--- src/rtl/table_fsm_pkg.sv ---
// Shared defaults, table entry layout and the power-up contents of the table_fsm transition table.
package table_fsm_pkg;

  localparam int SW_DEF = 3;
  localparam int IW_DEF = 2;
  localparam int OW_DEF = 3;

  // Entry layout: out in the low bits, next_state directly above it.
  localparam int OUT_LSB = 0;

  typedef enum logic {
    PH_INIT = 1'b0,
    PH_RUN  = 1'b1
  } phase_t;

  // Default entry: the state field of the address advances by one, and the output echoes that state field.
  function automatic logic [31:0] default_entry(input int unsigned addr,
                                                input int unsigned sw,
                                                input int unsigned ow);
    int unsigned st;
    int unsigned ns;
    int unsigned o;
    st = addr % (32'd1 << sw);
    ns = (st + 32'd1) % (32'd1 << sw);
    o  = st % (32'd1 << ow);
    return (ns << ow) | o;
  endfunction

endpackage

--- src/rtl/table_fsm_mem.sv ---
// Transition table storage: one synchronous write port and one asynchronous read port.
// With TABLE_FSM_PARITY_EN defined, each entry also stores an even-parity bit, and reads check it.
module table_fsm_mem #(
  parameter int SW = 3,
  parameter int IW = 2,
  parameter int OW = 3
) (
  input  logic                 clk,
  input  logic                 we,
  input  logic [IW+SW-1:0]     waddr,
  input  logic [SW+OW-1:0]     wdata,
`ifdef TABLE_FSM_PARITY_EN
  input  logic                 par_flip,
`endif
  input  logic [IW+SW-1:0]     raddr,
  output logic [SW+OW-1:0]     rdata,
  output logic                 rd_ok
);

  localparam int DEPTH = 1 << (IW + SW);

  logic [SW+OW-1:0] mem [DEPTH];

  always_ff @(posedge clk) begin
    if (we) mem[waddr] <= wdata;
  end

  assign rdata = mem[raddr];

`ifdef TABLE_FSM_PARITY_EN
  logic par_mem [DEPTH];

  always_ff @(posedge clk) begin
    if (we) par_mem[waddr] <= (^wdata) ^ par_flip;
  end

  assign rd_ok = ((^rdata) == par_mem[raddr]);
`else
  assign rd_ok = 1'b1;
`endif

endmodule

--- src/rtl/table_fsm.sv ---
// Table-driven FSM: it self-initialises its transition table after reset, then steps on en and accepts writes on wr_en.
// Optional macro TABLE_FSM_PARITY_EN adds per-entry parity, the wr_par_flip input and a sticky err flag.
module table_fsm
  import table_fsm_pkg::*;
#(
  parameter int SW = SW_DEF,
  parameter int IW = IW_DEF,
  parameter int OW = OW_DEF
) (
  input  logic                 clk,
  input  logic                 reset,
  input  logic                 en,
  input  logic [IW-1:0]        a,
  input  logic                 wr_en,
  input  logic [IW+SW-1:0]     wr_addr,
  input  logic [SW+OW-1:0]     wr_data,
`ifdef TABLE_FSM_PARITY_EN
  input  logic                 wr_par_flip,
`endif
  output logic [SW-1:0]        state,
  output logic [OW-1:0]        saida,
  output logic                 busy,
  output logic                 wr_ack,
  output logic                 err
);

  localparam int AW     = IW + SW;
  localparam int EW     = SW + OW;
  localparam int NS_LSB = OUT_LSB + OW;

  phase_t         phase;
  logic [AW-1:0]  init_addr;
  logic [31:0]    init_full;
  logic [EW-1:0]  init_data;
  logic           mem_we;
  logic [AW-1:0]  mem_waddr;
  logic [EW-1:0]  mem_wdata;
  logic [EW-1:0]  rd_data;
  logic           rd_ok;

  assign init_full = default_entry(32'(init_addr), SW, OW);
  assign init_data = init_full[EW-1:0];

  // During init the sequencer owns the write port, so user writes are ignored.
  assign mem_we    = busy | wr_en;
  assign mem_waddr = busy ? init_addr : wr_addr;
  assign mem_wdata = busy ? init_data : wr_data;

  table_fsm_mem #(.SW(SW), .IW(IW), .OW(OW)) u_mem (
    .clk      (clk),
    .we       (mem_we),
    .waddr    (mem_waddr),
    .wdata    (mem_wdata),
`ifdef TABLE_FSM_PARITY_EN
    .par_flip (wr_par_flip & ~busy),
`endif
    .raddr    ({a, state}),
    .rdata    (rd_data),
    .rd_ok    (rd_ok)
  );

  always_ff @(posedge clk or negedge reset) begin
    if (!reset) begin
      phase     <= PH_INIT;
      busy      <= 1'b1;
      init_addr <= '0;
      state     <= '0;
      saida     <= '0;
      wr_ack    <= 1'b0;
`ifdef TABLE_FSM_PARITY_EN
      err       <= 1'b0;
`endif
    end else begin
      case (phase)
        PH_INIT: begin
          wr_ack <= 1'b0;
          if (&init_addr) begin
            phase     <= PH_RUN;
            busy      <= 1'b0;
            init_addr <= '0;
          end else begin
            init_addr <= init_addr + AW'(1);
          end
        end
        default: begin
          wr_ack <= wr_en;
          // The read is asynchronous, so a same-edge write to this entry only affects the next step.
          if (en) begin
            if (rd_ok) begin
              state <= rd_data[NS_LSB +: SW];
              saida <= rd_data[OUT_LSB +: OW];
            end
`ifdef TABLE_FSM_PARITY_EN
            else begin
              err <= 1'b1;
            end
`endif
          end
        end
      endcase
    end
  end

`ifndef TABLE_FSM_PARITY_EN
  assign err = 1'b0;
`endif

endmodule

--- config.mk ---
export PLATFORM = sky130hd
export DESIGN_NAME = table_fsm
export DESIGN_NICKNAME = d
export VERILOG_FILES = /design/src/rtl/table_fsm_pkg.sv /design/src/rtl/table_fsm_mem.sv /design/src/rtl/table_fsm.sv
export SDC_FILE = /design/constraint.sdc
export NUM_CORES = 1
export LEC_CHECK = 0
export CAP_MARGIN = 20
export CORE_ASPECT_RATIO = 1.75
export CORE_MARGIN = 2
export CORE_UTILIZATION = 60
export DETAILED_ROUTE_END_ITERATION = 10
export GPL_ROUTABILITY_DRIVEN = 0
export PLACE_DENSITY_LB_ADDON = 0.3
export SYNTH_ARGS = -nofsm -noshare
export SYNTH_HDL_FRONTEND = slang
export SYNTH_HIERARCHICAL = 1
export SYNTH_SLANG_ARGS = --single-unit
--- constraint.sdc ---
create_clock -name clk -period 7.8 [get_ports clk]
set_clock_uncertainty 0.1 [all_clocks]
set_input_delay 1.56 -clock clk [delete_from_list [all_inputs] [get_ports clk]]
set_output_delay 1.56 -clock clk [all_outputs]
set_load 0.05 [all_outputs]
==> impl_metrics.json <==
{
  "tightest_slew_ns": 0.945,
  "dieArea_um2": 14700,
  "postLayoutCoreUtil_pct": 69.5,
  "crit_type": "flip-flop to output port",
  "start_util_pct": 61.3,
  "rsz0062_at_grt": "no",
  "ios": 26,
  "die_h_um": 159,
  "max_stage_delay_ns": 0.95,
  "clock.fmax_mhz": 250,
  "grt_pass1_wl_um": 24600,
  "synthMuxAreaShare_pct": 19.0,
  "synth_most_common_cell": "edfxtp_1",
  "synthTopCellsByArea": "edfxtp_1, mux4_2, dfrtp_1",
  "synthAdderAreaFrac_pct": 0.303,
  "synth_top_area_share_pct": 69.9,
  "ys_warn_count": 6,
  "viasPerCell": 6.29,
  "cts_inserted_buffers": 18,
  "synth_commonest_cells": "edfxtp_1, mux4_2, nor2_1",
  "diodes": 0,
  "yosysUniqueCellTypes": 33,
  "synth_compound_area_share_pct": 1.08,
  "slowest_stage": "clkdlybuf4s50_1",
  "grt_pass1_vias": 4097,
  "htree_levels": 1,
  "nets": 442,
  "crit_path_start_kind": "flip-flop",
  "synth_area_um2": 8250,
  "status": "finished, final reports clean",
  "crit_fanout": 14,
  "final_antenna_net_count": 0,
  "cts_hold_buffers": 0,
  "area_growth_pct": 13.4,
  "firstDrtPassIters": 5,
  "core_um2": 13500,
  "synthXorXnorAreaFrac_pct": 0,
  "p_leak_uw": 0.00300,
  "max_cap_viol_count": 0,
  "dieWidth_um": 92.6,
  "cts_resized": 0,
  "synth_top_area_cell": "edfxtp_1",
  "slew_viol_final": 0,
  "rows": 56,
  "seq_area_frac_synth_pct": 74.2,
  "postCtsSetupRepairBufs": 0,
  "syn_nets": 409,
  "critPathRequiredTime_ns": 6.14,
  "drive_above_1_share_pct": 29.0,
  "synthCells": 390,
  "drcViolationCount": 0,
  "grt_antenna_before_repair": 0,
  "cts_root_buf": "clkbuf_16",
  "hold_path.class": "flip-flop to flip-flop",
  "path_cells": "clkdlybuf4s50_1",
  "r2r_start": "state[0]",
  "crit_start": "state[1]",
  "path_clk_slew_ns": 0.07,
  "clock-sinks": 206,
  "critPathArrivalTime_ns": 2.35,
  "p_per_area_nw_per_um2": 316,
  "peakVddDrop_mv": 0.264,
  "cp-end-kind": "output port",
  "relSlewSlack_pct": 37.0,
  "synthSimpleGateAreaFrac_pct": 3.72,
  "syn_area_per_cell_um2": 21.2,
  "r2r_slack_ns": 4.75,
  "min_period_ns": 4.01,
  "crit_cells": 1,
  "fin_crit_sh_pct": 51.3,
  "vias": 3833,
  "path_buf_inv": 1,
  "crit_path_end": "state[1]",
  "ys_ff_latch": 206,
  "wl_um": 15900,
  "routedWlPerCell_um": 26.0,
  "place_hpwl_um": 10100,
  "clk_latency_ns": 0.47,
  "hold_viol_final": 0,
  "synth_top_family_by_area": "multiplexers",
  "synthArstFlopShare_pct": 6.80,
  "grt.overflow.total": 0,
  "synth_edf_count": 192,
  "setup_tns_ns": 0,
  "timing.rr.end": "state[2]",
  "port_buffers": 24,
  "critical-path-top-delay-family": "buffers and inverters",
  "synthFlopType": "edfxtp_1",
  "cts_buffer_depth": 3,
  "setup_viol": 0,
  "drtIter0Drc": 332,
  "cts_tree": "done",
  "r2r_cells": 5,
  "track_usage_pct": 22.6,
  "grt_max_degree": 51
}
through the flow:
stage                     setup WS (ns)  total power, uW  hold WS [ns]  instances  cell area (um2)
after floorplan                    4.61             1850         0.392        390             8250
after global placement             4.00             2010         0.402        575             8660
after detailed placement           3.97             2030         0.407        575             8660
after CTS                          3.49             2980         0.425        607             9320
after global routing               3.65             3050         0.437        609             9350
final                              3.79             2960         0.418        609             9350
state kept, by name, summed over array words and instances, names as in the netlist:
| name | count |
|---|---|
| wr_ack | 1 |
| saida | 3 |
| u_mem/mem | 192 |
| busy | 1 |
| state | 3 |
| init_addr | 5 |
| phase | 1 |
how the worst min path moves through the flow:
stage	to	depth (start not counted)	start
final	saida[2]	1	saida[2]
after global routing	saida[2]	1	saida[2]
after CTS	saida[1]	1	saida[1]
after detailed placement	saida[2]	1	saida[2]
after global placement	saida[0]	1	saida[0]
after floorplan	init_addr[3]	1	init_addr[3]
metal layers:
metal	vias up	global-route usage (%)	wire, um
li1	1651	-	-
met5	-	0	0
met3	32	2.46	814
met4	0	5.95	380
met2	145	40.8	8860
met1	2005	29.4	5800
logic make-up (layout without fill, tap and decap cells):
| kind of cell | Yosys count | in the layout |
|---|---|---|
| AND/OR/NAND/NOR | 62 | 62 |
| AO/OA/AOI/OAI | 15 | 15 |
| other | 2 | 2 |
| multiplexers | 77 | 77 |
| flip-flops | 206 | 206 |
| buffers and inverters | 26 | 71 |
| adder cells (fa/ha/maj) | 2 | 2 |
where the power goes:
group / total [uW] / switching, uW / leakage, uW / internal [uW]
clock network: 960 / 380 / 0.000311 / 580
registers: 1280 / 44.1 / 0.00190 / 1230
logic: 721 / 334 / 0.000792 / 387
total: 2960 / 759 / 0.00300 / 2200
cell usage in the layout, fill, tap and decap left out, types with 2 or more instances in the layout:
cell type          n
o21ai_0            2
conb_1             2
dfrtp_2            2
nand2b_1           3
inv_1              7
o21ai_2            3
nor2_1            35
clkinv_2           4
nand3b_1           5
mux4_2            60
nand2_1            7
mux2_4             6
clkinvlp_4         4
bufinv_16          4
clkdlybuf4s50_1   24
clkbuf_16         19
nand3_1            3
mux2_1             4
edfxtp_1         192
o21ai_1            6
buf_4              6
dfrtp_1           11
or3b_2             3
mux2_2             6
ha_1               2
area by class of cell:
class                      instances  area (um2)
tap                              174         218
timing repair buffer              32         320
sequential                       206        6120
inverter                           7        26.3
multi-input combinational        158        2010
fill                             825        4100
clock inverter                    13         179
clock buffer                      19         475
Note: power is estimated with default switching activity, not from simulation.
==> patch 1 (same settings) <==
Add a define of `TABLE_FSM_PARITY_EN`.
--- a/src/rtl/table_fsm_mem.sv
+++ b/src/rtl/table_fsm_mem.sv
@@ -1,5 +1,7 @@
 // Transition table storage: one synchronous write port and one asynchronous read port.
 // With TABLE_FSM_PARITY_EN defined, each entry also stores an even-parity bit, and reads check it.
+`define TABLE_FSM_PARITY_EN
+
 module table_fsm_mem #(
   parameter int SW = 3,
   parameter int IW = 2,
Ports: changed (added wr_par_flip); port bits go from 26 to 27. The function was not compared with the original's and may differ.
==> patch 1 against the unedited design <==
Setup slack got worse by 460 ps; sequential cell count rose by 33; synthesized cell count rose by 24%; clock power rose by 2.8%; first-iteration DRC count rose by 53%; critical path depth rose by 1; total power rose by 19%; area after synthesis rose by 17%; routed wire length rose by 26%; core utilization fell by 1.7 points; final area rose by 15%; combinational power rose by 39%; critical endpoint is now state[0]; largest cell class unchanged.
==> patch 1: results (changes against the unedited design) <==
* Lkg Pwr at 0.00345 µW (+15%)
* Total net switching power at 996 µW (+31%)
* DR WL/cell at 27.7 µm (+6.2%)
* Layout cell share with drive strength beyond 1 at 0.225 (-0.0649)
* Post-synth top cells: edfxtp_1 (224), mux4_2 (56), nor2_1 (40)
* Syn Area/Cell at 20.1 µm² (-5.2%)
* Clock slew at reported path FFs at 70 ps (about the same)
* Hold Startpoint: err$_DFFE_PN0P_
* GR Util All Layers at 0.245 (+0.0196)
* Root buf cell: clkbuf_16
* Initial antenna violation count at 0 (unchanged)
* Sequential cell area fraction in the yosys report at 0.733 (-0.00837)
* WP data arrival at 2810 ps (+460 ps)
* Post-synth EDFFs at 224 (+17%)
* CP max-delay cell: clkdlybuf4s50_1
* Via count at 4781 (+25%)
* Vias in the first global route at 4874 (+19%)
* Syn nets at 503 (+23%)
* Worst Hold Class: reg -> reg
* Yosys warning count at 6 (unchanged)
* Post-Route WL at 20.0 mm (+26%)
* Clk buf depth at 3 (unchanged)
* ANT cells at 0 (unchanged)
* Max-slew violations at 0 (unchanged)
* ANT nets after route at 0 (unchanged)
* Crit path largest cell delay at 970 ps (+20 ps)
* Relative slew slack at 0.414 (+0.0439)
* Clk_lat worst skew at 500 ps (+30 ps)
* FFs w/ async S/R, synth at 0.0628 (-0.00520)
* Main synth FF type: edfxtp_1
* Largest delay contributor family on the critical path: buffers and inverters
* Placed Cells at 687 (+19%)
* Critical R2R Launch: state[0]$_DFFE_PN0P_
* CP max FO at 47 (+33)
* First-pass GRT wire length at 30.2 mm (+23%)
* Nets at 540 (+22%)
* DP Wirelength at 12.6 mm (+25%)
* Status: finished clean
* CTS resizes at 0 (unchanged)
* Setup bufs post-CTS at 0 (unchanged)
* 1st-iter DRT viols at 509 (+53%)
* Total CTS buffers at 20 (+2)
* Largest net degree at the start of global routing at 48 (-5.9%)
* Library cells used by synthesis at 43 (+30%)
* Top cells by area, synth: edfxtp_1 (69%), mux4_2 (13%), dfrtp_1 (3.6%)
* Fillers at 1013 (+23%)
* Setup crit start kind: register
* First-pass iteration count of the detailed router at 5 (unchanged)
* H-Tree Depth at 1 (unchanged)
* Placed Area at 10100 µm² (+17%)
* Largest registers: u_mem/mem x192, u_mem/par_mem x32, init_addr x5
* I/O Buffers at 26 (+8.3%)
* Worst VDD drop at 0.000235 V (-11%)
patch 1: routing by layer:
metal,share of wire,track usage,up-vias
met5,0,0,-
met4,0.038,0.0923,0
met3,0.061,0.0275,48
met2,0.56,0.440,218
met1,0.35,0.309,2480
li1,-,-,2035
patch 1: stage by stage:
stage / hold WS, ps / worst slack (ps)
global placement: 424 / 3010
CTS: 427 / 3230
floorplan: 393 / 2880
detailed placement: 403 / 2910
global route: 451 / 3150
finish: 439 / 3330
patch 1: logic make-up (layout without fill, tap and decap cells):
family,Yosys count,count (layout),synth area share
adders and majority gates,2,2,0.00258
muxes,79,79,0.164
and+or+nand+nor,92,92,0.0482
AOI/OAI and AO/OA,32,32,0.0207
xor gates and xnor gates,11,11,0.0114
buffers and inverters,28,79,0.0196
DFF,239,239,0.733
patch 1: power by group through the flow:
stage / combinational, µW / sequential (µW) / clock [µW]
CTS: 1010 / 1530 / 1000
detailed placement: 1000 / 1560 / 0
finish: 1000 / 1530 / 987
global placement: 992 / 1550 / 0
global route: 1050 / 1540 / 1050
floorplan: 772 / 1560 / 0
patch 1: final timing paths:
| path | cells past startpoint | slack, ps | to |
|---|---|---|---|
| worst max-delay path | 2 | 3330 | state[0] |
| worst min-delay path | 1 | 440 | err$_DFFE_PN0P_ |
| worst max register to register | 9 | 3510 | saida[2]$_DFFE_PN0P_ |
| worst min register to register | 1 | 440 | err$_DFFE_PN0P_ |
| max in group asynchronous | 1 | 5670 | state[0]$_DFFE_PN0P_ |
| min in group asynchronous | 1 | 1400 | saida[0]$_DFFE_PN0P_ |
patch 1: area by class of cell:
type,instances,area [µm²],share of cell area
timing repair buffer,35,328,0.0304
inverter,8,30.0,0.00279
tap,189,236,0.0220
sequential,239,7110,0.660
clock buffer,27,548,0.0509
clock inverter,9,92.6,0.00860
multi-input combinational,216,2420,0.225
==> patch 2 (same settings) <==
Without the edit above. `OW_DEF`: 3 -> 6.
--- a/src/rtl/table_fsm_pkg.sv
+++ b/src/rtl/table_fsm_pkg.sv
@@ -3,7 +3,7 @@
 
   localparam int SW_DEF = 3;
   localparam int IW_DEF = 2;
-  localparam int OW_DEF = 3;
+  localparam int OW_DEF = 6;
 
   // Entry layout: out in the low bits, next_state directly above it.
   localparam int OUT_LSB = 0;
Interface: changed (resized saida and wr_data); port bits go from 26 to 32. The function was not compared with the original's and may differ.
==> patch 2 against the unedited design <==
Total power increased by 46%; sequential power increased by 47%; first-iteration DRC count increased by 30%; setup slack got worse by 270 ps; maximum frequency decreased by 6.2%; sequential cell count increased by 99; via count increased by 44%; critical path depth increased by 1; area after synthesis increased by 45%; routed wire length increased by 58%; non-clock buffer count increased by 11; sequential share of layout area increased by 2.0 points; final area increased by 44%; highest routed layer unchanged.
==> patch 2: results (changes against the unedited design) <==
* Largest registers: u_mem/mem x288, saida x6, init_addr x5
* Layout cell share with drive strength beyond 1 at 0.310 (+0.0202)
* CP max FO at 74 (+60)
* Vias in the first global route at 5828 (+42%)
* Via count at 5505 (+44%)
* Post-synth top cells: edfxtp_1 (288), mux4_2 (90), nor2_1 (35)
* H-Tree Depth at 1 (unchanged)
* First-pass GRT wire length at 36.9 mm (+50%)
* WP data arrival at 2610 ps (+260 ps)
* Critical Path End: state[2]
* Lkg Pwr at 0.00425 µW (+42%)
* Syn nets at 558 (+36%)
* Root buf cell: clkbuf_16
* FFs w/ async S/R, synth at 0.0557 (-0.0122)
* Worst Hold End: saida[1]$_DFFE_PN0P_
* R2R Setup Slk at 4380 ps (-370 ps)
* R2r worst-path depth at 6 (+1)
* Status: finished clean
* Nets at 601 (+36%)
* Worst slew pin tran at 1060 ps (+117 ps)
* Clk_lat worst skew at 520 ps (+50 ps)
* GR Util All Layers at 0.242 (+0.0166)
* Placed Area at 12600 µm² (+45%)
* 1st-iter DRT viols at 432 (+30%)
* Post-synth EDFFs at 288 (+50%)
* Total CTS buffers at 25 (+7)
* Top cells by area, synth: edfxtp_1 (72%), mux4_2 (17%), dfrtp_1 (3.3%)
* DP Wirelength at 15.6 mm (+55%)
* Worst Hold Class: reg -> reg
* R2r endpoint: saida[2]$_DFFE_PN0P_
* Largest net degree at the start of global routing at 75 (+47%)
* Worst VDD drop at 0.000355 V (+34%)
* DR WL/cell at 29.7 µm (+14%)
* Worst setup path startpoint: state[2]$_DFFE_PN0P_
[patch 2: changes by cell type after synthesis, moves of 5 or more]
cell      delta
edfxtp_1    +96
mux4_2      +30
mux2_2      +16
o21ai_1      -9
o21ai_0      +8
buf_4        +7
mux2_4       -6
buf_1        +5
[patch 2: cell type report]
class                   instances  area share
flip-flops and latches        305       0.675
clock inverters                17      0.0165
well taps                     245      0.0228
multi-input cells             197       0.206
inverters                       7     0.00195
repair buffers                 43      0.0311
clock buffers                  28      0.0473
[patch 2: critical path: stages, from the launching register on]
cell and delay [ps]:
dfrtp_2 340, buf_4 780, clkdlybuf4s50_1 960
[patch 2: logic make-up (layout without fill, tap and decap cells)]
family                   Yosys count  count (layout)  synth area share
multiplexers                     113             113             0.191
flip-flops                       305             305             0.757
AND/OR/NAND/NOR                   67              67            0.0287
other                              2               2          0.000626
AO/OA/AOI/OAI                     13              13           0.00647
adder cells (fa/ha/maj)            2               2           0.00209
buffers and inverters             34              95            0.0149
[patch 2: stage by stage]
stage                     instances   util  worst slack [ps]  power (µW)  hold slack, ps
after CTS                       841  0.683              3490        4330             411
after global placement          795  0.639              3370        3020             388
after global routing            842  0.685              3420        4440             429
after floorplan                 536      -              4370        2720             393
final                           842  0.685              3530        4310             406
after detailed placement        796  0.640              3610        3030             395
[patch 2: power breakdown]
part / leakage [µW] / internal (µW) / switching [µW]
clock network: 0.000412 / 757 / 545
registers: 0.00280 / 1830 / 47.2
logic: 0.00104 / 572 / 558
total: 0.00425 / 3160 / 1150
[patch 2: metal layers]
layer / routed length (µm) / up-vias / share of wire / track usage
met1: 8580 / 2904 / 0.34 / 0.294
met5: 0 / - / 0 / 0
met4: 1240 / 0 / 0.050 / 0.117
met3: 1410 / 54 / 0.057 / 0.0269
li1: - / 2303 / - / -
met2: 13700 / 244 / 0.55 / 0.436
